$ cat src/rtl/reserved_parking_exit_pkg.sv
// Shared types and defaults for the reserved-area exit controller.
// State and error encodings live here so the top and the bench agree on them.
package reserved_parking_exit_pkg;

  localparam int DEFAULT_SLOTS       = 8;
  localparam int DEFAULT_FLAT_W      = 8;
  localparam int DEFAULT_GATE_CYCLES = 16;

  typedef enum logic [1:0] {
    ST_IDLE,
    ST_CHECK,
    ST_OPEN,
    ST_RESP
  } state_t;

  typedef enum logic [2:0] {
    ERR_NONE    = 3'd0,
    ERR_FLAT    = 3'd1,
    ERR_AUTH    = 3'd2,
    ERR_EMPTY   = 3'd3,
    ERR_TIMEOUT = 3'd4
  } exit_err_t;

endpackage

$ cat src/rtl/reserved_parking_exit_slot_counter.sv
// Free-slot counter: N minus the number of set occupancy bits.
// Purely combinational so the count tracks the occupancy register in the same cycle.
module slot_counter #(
  parameter int N = 8
) (
  input  logic [N-1:0]            occupancy,
  output logic [$clog2(N+1)-1:0]  free_count
);

  localparam int CW = $clog2(N + 1);

  logic [CW-1:0] used;

  always_comb begin
    used = '0;
    for (int i = 0; i < N; i++) begin
      used = used + CW'(occupancy[i]);
    end
    free_count = CW'(N) - used;
  end

endmodule

$ cat src/rtl/reserved_parking_exit.sv
// Exit-side controller for the reserved parking area: validates resident exits,
// drives the exit gate and owns the reserved-slot occupancy register.
module reserved_parking_exit
  import reserved_parking_exit_pkg::*;
#(
  parameter int N           = DEFAULT_SLOTS,
  parameter int FLAT_W      = DEFAULT_FLAT_W,
  parameter int GATE_CYCLES = DEFAULT_GATE_CYCLES
) (
  input  logic                    clk,
  input  logic                    rst,
  input  logic                    exit_req,
  input  logic [FLAT_W-1:0]       flat_number,
  input  logic                    pwd_flag,
  input  logic                    car_clear,
  input  logic                    occ_set,
  input  logic [FLAT_W-1:0]       occ_set_idx,
  output logic                    exit_ack,
  output logic                    exit_ok,
  output logic [2:0]              exit_err,
  output logic                    gate_open,
  output logic                    busy,
  output logic [N-1:0]            occupancy,
  output logic [$clog2(N+1)-1:0]  free_count
);

  localparam int TW = $clog2(GATE_CYCLES + 1);

  state_t            state, state_next;
  logic [FLAT_W-1:0] flat_q, flat_next;
  logic              pwd_q, pwd_next;
  logic [TW-1:0]     timer, timer_next;
  exit_err_t         err_q, err_next;
  logic              ok_q, ok_next;
  logic [N-1:0]      set_mask, sel_mask, clr_mask, occ_next;

  // One-hot decode of both flat ids; ids of 0 or above N match no slot.
  always_comb begin
    set_mask = '0;
    sel_mask = '0;
    for (int k = 0; k < N; k++) begin
      set_mask[k] = occ_set && (occ_set_idx == FLAT_W'(k + 1));
      sel_mask[k] = (flat_q == FLAT_W'(k + 1));
    end
  end

  always_comb begin
    state_next = state;
    flat_next  = flat_q;
    pwd_next   = pwd_q;
    timer_next = timer;
    err_next   = err_q;
    ok_next    = ok_q;
    clr_mask   = '0;
    case (state)
      ST_IDLE: begin
        if (exit_req) begin
          flat_next  = flat_number;
          pwd_next   = pwd_flag;
          state_next = ST_CHECK;
        end
      end
      ST_CHECK: begin
        ok_next    = 1'b0;
        err_next   = ERR_NONE;
        state_next = ST_RESP;
        if (sel_mask == '0) begin
          err_next = ERR_FLAT;
        end else if (!pwd_q) begin
          err_next = ERR_AUTH;
        end else if ((sel_mask & occupancy) == '0) begin
          err_next = ERR_EMPTY;
        end else begin
          timer_next = TW'(GATE_CYCLES);
          state_next = ST_OPEN;
        end
      end
      ST_OPEN: begin
        if (car_clear) begin
          clr_mask   = sel_mask;
          ok_next    = 1'b1;
          err_next   = ERR_NONE;
          state_next = ST_RESP;
        end else if (timer <= TW'(1)) begin
          ok_next    = 1'b0;
          err_next   = ERR_TIMEOUT;
          state_next = ST_RESP;
        end else begin
          timer_next = timer - TW'(1);
        end
      end
      ST_RESP: begin
        state_next = ST_IDLE;
      end
      default: begin
        state_next = ST_IDLE;
      end
    endcase
  end

  // A release in the same cycle as an entry mark on that slot leaves it empty.
  assign occ_next = (occupancy | set_mask) & ~clr_mask;

  always_ff @(posedge clk or posedge rst) begin
    if (rst) begin
      state     <= ST_IDLE;
      flat_q    <= '0;
      pwd_q     <= 1'b0;
      timer     <= '0;
      err_q     <= ERR_NONE;
      ok_q      <= 1'b0;
      occupancy <= '0;
    end else begin
      state     <= state_next;
      flat_q    <= flat_next;
      pwd_q     <= pwd_next;
      timer     <= timer_next;
      err_q     <= err_next;
      ok_q      <= ok_next;
      occupancy <= occ_next;
    end
  end

  assign gate_open = (state == ST_OPEN);
  assign busy      = (state != ST_IDLE);
  assign exit_ack  = (state == ST_RESP);
  assign exit_ok   = exit_ack && ok_q;
  assign exit_err  = exit_ack ? err_q : ERR_NONE;

  slot_counter #(
    .N (N)
  ) u_slot_counter (
    .occupancy  (occupancy),
    .free_count (free_count)
  );

endmodule

$ cat config.mk
export PLATFORM = sky130hd
export DESIGN_NAME = reserved_parking_exit
export DESIGN_NICKNAME = d
export VERILOG_FILES = /design/src/rtl/reserved_parking_exit_pkg.sv /design/src/rtl/reserved_parking_exit_slot_counter.sv /design/src/rtl/reserved_parking_exit.sv
export SDC_FILE = /design/constraint.sdc
export NUM_CORES = 1
export LEC_CHECK = 0
export ABC_CLOCK_PERIOD_IN_PS = 7450
export CAP_MARGIN = 30
export CORE_MARGIN = 1.5
export CORE_UTILIZATION = 42
export CTS_CLUSTER_SIZE = 14
export DETAILED_ROUTE_END_ITERATION = 8
export PLACE_DENSITY = 0.65
export REMOVE_ABC_BUFFERS = 1
export SLEW_MARGIN = 20
export SYNTH_ARGS = -nofsm -noshare
export SYNTH_HDL_FRONTEND = slang
export SYNTH_SLANG_ARGS = --single-unit
$ cat constraint.sdc
create_clock -name clk -period 7.45 [get_ports clk]
set_input_delay 2.235 -clock clk [delete_from_list [all_inputs] [get_ports clk]]
set_output_delay 2.235 -clock clk [all_outputs]
set_load 0.02 [all_outputs]
* Word level (Yosys, flattened, before mapping) *
Cells that the tools add are included.

cells by class
  equal/unequal tests = 26
  magnitude comparators = 1
  muxes and demuxes = 25
  add/sub/neg operators = 9
  reduce and logical (&&, ||, !) cells = 18
  bitwise operators = 4

operator list
  cell                                                                               count
  8-bit by 3-bit == test with 1-bit output (second input constant)                   8
  8-bit by 2-bit == test with 1-bit output (second input constant)                   4
  5-bit two-way mux                                                                  5
  4-bit by 1-bit adder with 4-bit output                                             6
  8-bit bitwise AND                                                                  2
  8-bit by 1-bit == test with 1-bit output (second input constant)                   2
  8-bit by 4-bit == test with 1-bit output (second input constant)                   2
  8-bit logical NOT                                                                  2
  8-bit two-way mux                                                                  2
  2-bit two-way mux                                                                  6
  2-bit inequality test (second input constant)                                      6
  5-bit one-hot mux with 2 select lines                                              1
  1-bit logical AND                                                                  9
  3-bit two-way mux                                                                  3
  8-bit NOT                                                                          1
  8-bit bitwise OR                                                                   1
  2-bit one-hot mux with 4 select lines                                              1
  3-bit one-hot mux with 2 select lines                                              1
  2-bit AND reduction                                                                3
  6-bit AND reduction                                                                1
  5-bit by 1-bit less-or-equal comparator with 1-bit output (second input constant)  1
  1-bit two-way mux                                                                  5
  5-bit by 1-bit subtractor with 5-bit output (second input constant)                1
  2-bit == test (second input constant)                                              2
  7 further kinds                                                                    8

storage, ports and cells
  word-level logic and storage cells = 90
  register bits after elaboration = 28
  input bits = 22
  output and inout bits = 19

* Logic depth before layout (Yosys ltp) *
Gate-level depths: netlist of run 1.

  word-level depth = 8
  gate-level depth with buffers = 9
  depth with buffers taken out = 9

* By module *
Synthesis of run 1 repeated with hierarchy kept, for this count alone.

second synthesis, totals
  cells, all modules = 176
  area total of the unflattened synthesis = 1810.5 um^2

by module, submodules not included
  module                 instances  cells each  area an instance (um^2)  seq. area each (um^2)
  reserved_parking_exit  1          161         1654.1                   700.7
  slot_counter           1          15          156.4                    0.0

* Least setup slack after synthesis of run 1 *
Ideal clock, no wire load.

  path kind = flip-flop to output port
  from = register occupancy[4]
  to = output port free_count[3]
  path buffers = 0
  setup slack = 2.494 ns
  cell stages (with the launch flop) = 8
  data arrival time = 2.721 ns
  path through = dfrtp_1 fa_1 inv_1 ha_1 fa_1 fa_1 ha_1 xor2_1

between the ends
  cells in the longest elaborated chain, start to end = 5

RTL lines
  what                                                  line                                      text
  from (decl)                                           reserved_parking_exit.sv:23               output logic [N-1:0] occupancy,
  from (signal assigned)                                reserved_parking_exit.sv:120              occupancy <= occ_next;
  4-bit by 1-bit adder with 4-bit output (4 in series)  reserved_parking_exit_slot_counter.sv:17  used = used + CW'(occupancy[i]);
  4-bit subtractor                                      reserved_parking_exit_slot_counter.sv:19  free_count = CW'(N) - used;
  to (decl)                                             reserved_parking_exit.sv:24               output logic [$clog2(N+1)-1:0] free_count

No other way between the ends.

* Worst setup path after layout of run 1 *
Same ends and word-level chain as after synthesis.

==> results.cfg, run 1 <==
[setup_path]
regToRegSetupSlack_ns = 5.06
ff2ff_path_depth = 7
critPathKind = reg -> out
crit_path_end_kind = primary output
critPathMaxFanout = 4
required_ns = 5.22
cp-start-kind = flop
endpoint = free_count[3]
crit_arrival_ns = 3.40
cp-startpoint = occupancy[4]
r2r-end = timer[0]
rr_startpoint = state[0]

[timing]
setup_violations = 0
fin_tns_setup_ns = 0
fin_ws_ns = 1.82
tightest_slew_ns = 0.607
max_freq_mhz = 178
min_period_ns = 5.63
clock-skew-final_ns = 0.00905
rsz0062_at_grt = false
relSlewSlack_pct = 59.5
min_period_over_period_pct = 75.6
slew_viol_final = 0
hold_viol = 0

[drt]
viasPerCell = 5.63
finalWirelength_um = 4280
post_drt_wl_per_cell_um = 15.3
final_antenna_net_count = 0
num_vias = 1576
drc = 0
drtIter0Drc = 99
firstDrtPassIters = 4

[cts]
clk_latency_ns = 0.27
cts_htree_levels = 1
cts_root_buf = clkbuf_8
cts.sinks = 28
cts-buffers-inserted = 3
cts_setup_buffers = 0
cts.path.max_buffers = 2
cts_resized = 0
path_clk_slew_ns = 0.10
hold_buffers = 0
tritoncts = yes

[yosys]
synth_edf_count = 0
yosysSeqAreaShare_pct = 37.9
ys_types = 47
synthCells = 190
synth_area_per_cell_um2 = 9.74
synth_flop_cell = dfrtp_1
synth_area_um2 = 1850
yosysWarnings = 0
synth-seq-cells = 28
synth-async-reset-ratio_pct = 100

[finish]
design.final.nets = 271
final_layout_size_suffix_gt1_share_pct = 9.57
ff_latch_area_um2 = 701
multi_input_area_um2 = 1040
area_growth_pct = 28.3
fin_area_um2 = 2370
n_antenna_cell = 0
final.fill_count = 365
final_cell_mix = 40 x clkdlybuf4s50_1, 28 x dfrtp_1, 22 x inv_1
final_common_cell = clkdlybuf4s50_1

[die]
die_x_um = 69.4
io_pins = 41
start_util_pct = 45.0
die_h_um = 69.4
core_um2 = 4120
rows = 23
die-area_um2 = 4810

[grt]
grt_usage_pct = 18.3
grt_overflow = 0
grt_pass1_wl_um = 7250
grt_pass1_vias = 1597
antenna_found_initial = 0
grt_max_degree = 16

[min_path]
hold_class = reg -> reg

[placement]
gp_congestion = 0.845
port_buffers = 40
dpl.hpwl_um = 3470
dp_worst_setup_slack_ns = 2.10
placed_cell_area_um2 = 2320

[power]
leakagePower_nw = 1.03
power_density_nw_per_um2 = 339
ir_worst_vdd_mv = 0.146

[job]
cap_violations = 0

[status]
outcome = completed
[worst min-delay path by stage]
stage / cells past startpoint / startpoint / slack (ns) / end
finish: 1 / err_q[1] / 0.51 / err_q[1]
global route: 1 / err_q[1] / 0.53 / err_q[1]
floorplan: 1 / err_q[1] / 0.45 / err_q[1]
CTS: 1 / err_q[1] / 0.51 / err_q[1]
detailed placement: 1 / err_q[1] / 0.48 / err_q[1]
global placement: 1 / err_q[1] / 0.48 / err_q[1]
[layer usage]
metal	part of all wire [%]	GRT usage (%)	wire (um)	up-vias
li1	-	-	-	769
met1	44	24.4	1890	772
met2	51	31.0	2200	31
met3	3.8	3.49	162	4
met4	0.61	4.36	26	0
met5	0	0	0	-
[synthesized netlist by cell type, drive strengths merged (3+ instances only)]
cell type  instances  area [um^2]
a31oi             10         62.6
a21oi             15         75.1
clkbuf             4         15.0
inv               22         82.6
o21ai              4         20.0
mux2               9          101
ha                15          188
and2               4         25.0
nand4              3         18.8
nand2             12         45.0
nor3               7         35.0
fa                 3         60.1
dfrtp             28          701
nand3              3         27.5
nor2              11         41.3
nand2b             3         18.8
and3               4         27.5
[through the flow]
| step | power (mW) | hold slack, ns | std cells | utilization [%] |
|---|---|---|---|---|
| 6_report | 0.803 | 0.511 | 280 | 57.7 |
| 5_1_grt | 0.867 | 0.530 | 280 | 57.7 |
| 4_1_cts | 0.809 | 0.508 | 280 | 57.7 |
| 3_5_place_dp | 0.714 | 0.479 | 276 | 56.3 |
| 3_3_place_gp | 0.692 | 0.484 | 275 | 55.7 |
| 2_1_floorplan | 0.564 | 0.449 | 185 | - |
[state kept, by name, indices dropped and copies added, names as in the netlist]
signal,cells
err_q,3
state,2
pwd_q,1
flat_q,8
ok_q,1
timer,5
occupancy,8
[final cells by class]
type                            instances  area share [%]
Multi-Input combinational cell        135            44.0
Tap cell                               50            2.64
Clock buffer                            4            2.32
Timing Repair Buffer                   41            18.0
Inverter                               22            3.48
Sequential cell                        28            29.5
[critical path, stage by stage (launching register included)]
cell and delay, ns:
dfrtp_1 0.44, fa_1 0.55, inv_1 0.04, ha_1 0.20
fa_1 0.48, fa_1 0.45, ha_1 0.20, xor2_1 0.14
clkdlybuf4s50_1 0.62
[cell families after synthesis]
logic type | after synthesis | share of synthesized area (%)
AND/OR/NAND/NOR | 58 | 18.1
adder cells (fa/ha/maj) | 18 | 13.4
AO/OA/AOI/OAI | 47 | 17.4
flip-flops | 28 | 37.9
XOR/XNOR | 2 | 0.947
multiplexers | 10 | 6.69
buffers and inverters | 27 | 5.68
[power breakdown]
part	internal, mW	switching [mW]	total, mW
combinational	0.203	0.225	0.428
sequential	0.208	0.0745	0.283
clock	0.0473	0.0457	0.0930
(Power assumes the default switching activity.)
==> inputs of run 2 (changes only) <==
--- a/config.mk
+++ b/config.mk
@@ -5,7 +5,7 @@
 export SDC_FILE = /design/constraint.sdc
 export NUM_CORES = 1
 export LEC_CHECK = 0
-export ABC_CLOCK_PERIOD_IN_PS = 7450
+export ABC_CLOCK_PERIOD_IN_PS = 5600
 export CAP_MARGIN = 30
 export CORE_MARGIN = 1.5
 export CORE_UTILIZATION = 42
==> constraint.sdc (replaced) <==
create_clock -name clk -period 5.6 [get_ports clk]
set_input_delay 1.68 -clock clk [delete_from_list [all_inputs] [get_ports clk]]
set_output_delay 1.68 -clock clk [all_outputs]
set_load 0.02 [all_outputs]
==> run 2 against run 1 <==
Compared with the run above: worst setup slack got worse by 1.3 ns; utilization is 0.40 points higher; wire length grew 0.84%; largest power group unchanged.
==> results.cfg, run 2 (synthesis results as in run 1) <==
[timing]
hold_viol = 0
tightest_slew_ns = 0.590
slew_viol_final = 0
rsz0062_at_grt = false
setup_violations = 0
fin_tns_setup_ns = 0
min_period_over_period_pct = 90.5
min_period_ns = 5.07
fin_ws_ns = 0.533
relSlewSlack_pct = 60.6
max_freq_mhz = 197
clock-skew-final_ns = 0.00374

[cts]
cts_resized = 0
tritoncts = yes
cts-buffers-inserted = 3
clk_latency_ns = 0.27
cts_setup_buffers = 0
path_clk_slew_ns = 0.10
cts_root_buf = clkbuf_8
cts.path.max_buffers = 2
cts_htree_levels = 1
cts.sinks = 28
hold_buffers = 0

[finish]
final_layout_size_suffix_gt1_share_pct = 9.57
top_regs = flat_q x8, occupancy x8, timer x5
ff_latch_area_um2 = 701
final_cells = 280
final_cell_mix = 40 x clkdlybuf4s50_1, 28 x dfrtp_1, 22 x inv_1
area_growth_pct = 29.1
design.final.nets = 271
multi_input_area_um2 = 1040
final_common_cell = clkdlybuf4s50_1
final.fill_count = 362
n_antenna_cell = 0
final_util_pct = 58.1

[grt]
grt_pass1_vias = 1617
grt_pass1_wl_um = 7400
grt_overflow = 0
antenna_found_initial = 0
grt_max_degree = 17
grt_usage_pct = 18.5

[setup_path]
r2r-end = timer[0]
crit_arrival_ns = 3.39
max_stage_delay_ns = 0.62
ff2ff_path_depth = 7
path_delay_family = adder cells
critPathKind = reg -> out
cp_cell_sequence = fa_1, inv_1, ha_1, fa_1, fa_1, ha_1, xor2_1, clkdlybuf4s50_1
cp-start-kind = flop
critPathSlowestCell = clkdlybuf4s50_1
timing.critical_path.buf_inv = 2
rr_startpoint = state[0]
regToRegSetupSlack_ns = 3.15
required_ns = 3.92
crit_path_end_kind = primary output
critPathMaxFanout = 4
cpMostUsedCell = fa_1

[die]
core_um2 = 4120
die_h_um = 69.4
die-area_um2 = 4810
start_util_pct = 45.0
io_pins = 41
die_x_um = 69.4
rows = 23

[min_path]
holdPathEnd = err_q[1]
worstHoldStart = err_q[1]
hold_depth = 1
hold_class = reg -> reg

[power]
ir_worst_vdd_mv = 0.290
leakagePower_nw = 1.04
fin_total_pwr_mw = 1.11
power_density_nw_per_um2 = 463

[placement]
dp_worst_setup_slack_ns = 0.808
gp_congestion = 0.845
port_buffers = 40
dpl.hpwl_um = 3500
dp_cells = 276

[drt]
drc = 0
firstDrtPassIters = 4
finalWirelength_um = 4320
viasPerCell = 5.60
num_vias = 1568
drtIter0Drc = 93
post_drt_wl_per_cell_um = 15.4
final_antenna_net_count = 0

[status]
outcome = completed

[job]
cap_violations = 0
[run 2: cell types whose count changed in the layout (fill, tap and decap cells not counted), sizes merged]
cell	change
clkbuf	-1
bufinv	+1
[run 2: area by class of cell]
class | count | area share (%)
Clock buffer | 3 | 1.73
Clock inverter | 1 | 1.26
Inverter | 22 | 3.46
Multi-Input combinational cell | 135 | 43.7
Sequential cell | 28 | 29.3
Tap cell | 50 | 2.62
Timing Repair Buffer | 41 | 17.9
[run 2: report_power, final]
group	switching (mW)	leakage (nW)	internal (mW)
combinational	0.301	0.652	0.271
clock	0.0629	0.0357	0.0956
sequential	0.0995	0.354	0.277
total	0.463	1.04	0.643
[run 2: through the flow]
| stage | hold WS [ns] | cell area [um^2] |
|---|---|---|
| after floorplan | 0.449 | 1830 |
| after global placement | 0.484 | 2290 |
| after detailed placement | 0.481 | 2320 |
| after CTS | 0.508 | 2390 |
| after global routing | 0.527 | 2390 |
| final | 0.514 | 2390 |
[run 2: worst register-to-register path, stage by stage (launching register included)]
cell and delay (ns):
dfrtp_1 0.41, inv_1 0.16, ha_1 0.50, nand2b_1 0.16, a21oi_1 0.43, nor2_1 0.10
a31o_1 0.23, a221o_1 0.35
[run 2: layer usage]
layer  track usage [%]  vias to the layer above  share of wire [%]  wire length, um
met1              23.7                      765                 45             1930
met2              33.0                       29                 51             2210
met5                 0                        -                  0                0
met3              3.78                        4                3.3              143
met4              2.61                        0               0.83               36
li1                  -                      770                  -                -
[run 2: worst max path at each step]
stage | start | endpoint | slack (ns) | cells after the start
floorplan | occupancy[4] | free_count[3] | 1.20 | 7
global placement | occupancy[4] | free_count[3] | 0.87 | 8
detailed placement | occupancy[4] | free_count[3] | 0.81 | 8
CTS | occupancy[4] | free_count[3] | 0.51 | 8
global route | occupancy[4] | free_count[3] | 0.38 | 8
finish | occupancy[4] | free_count[3] | 0.53 | 8
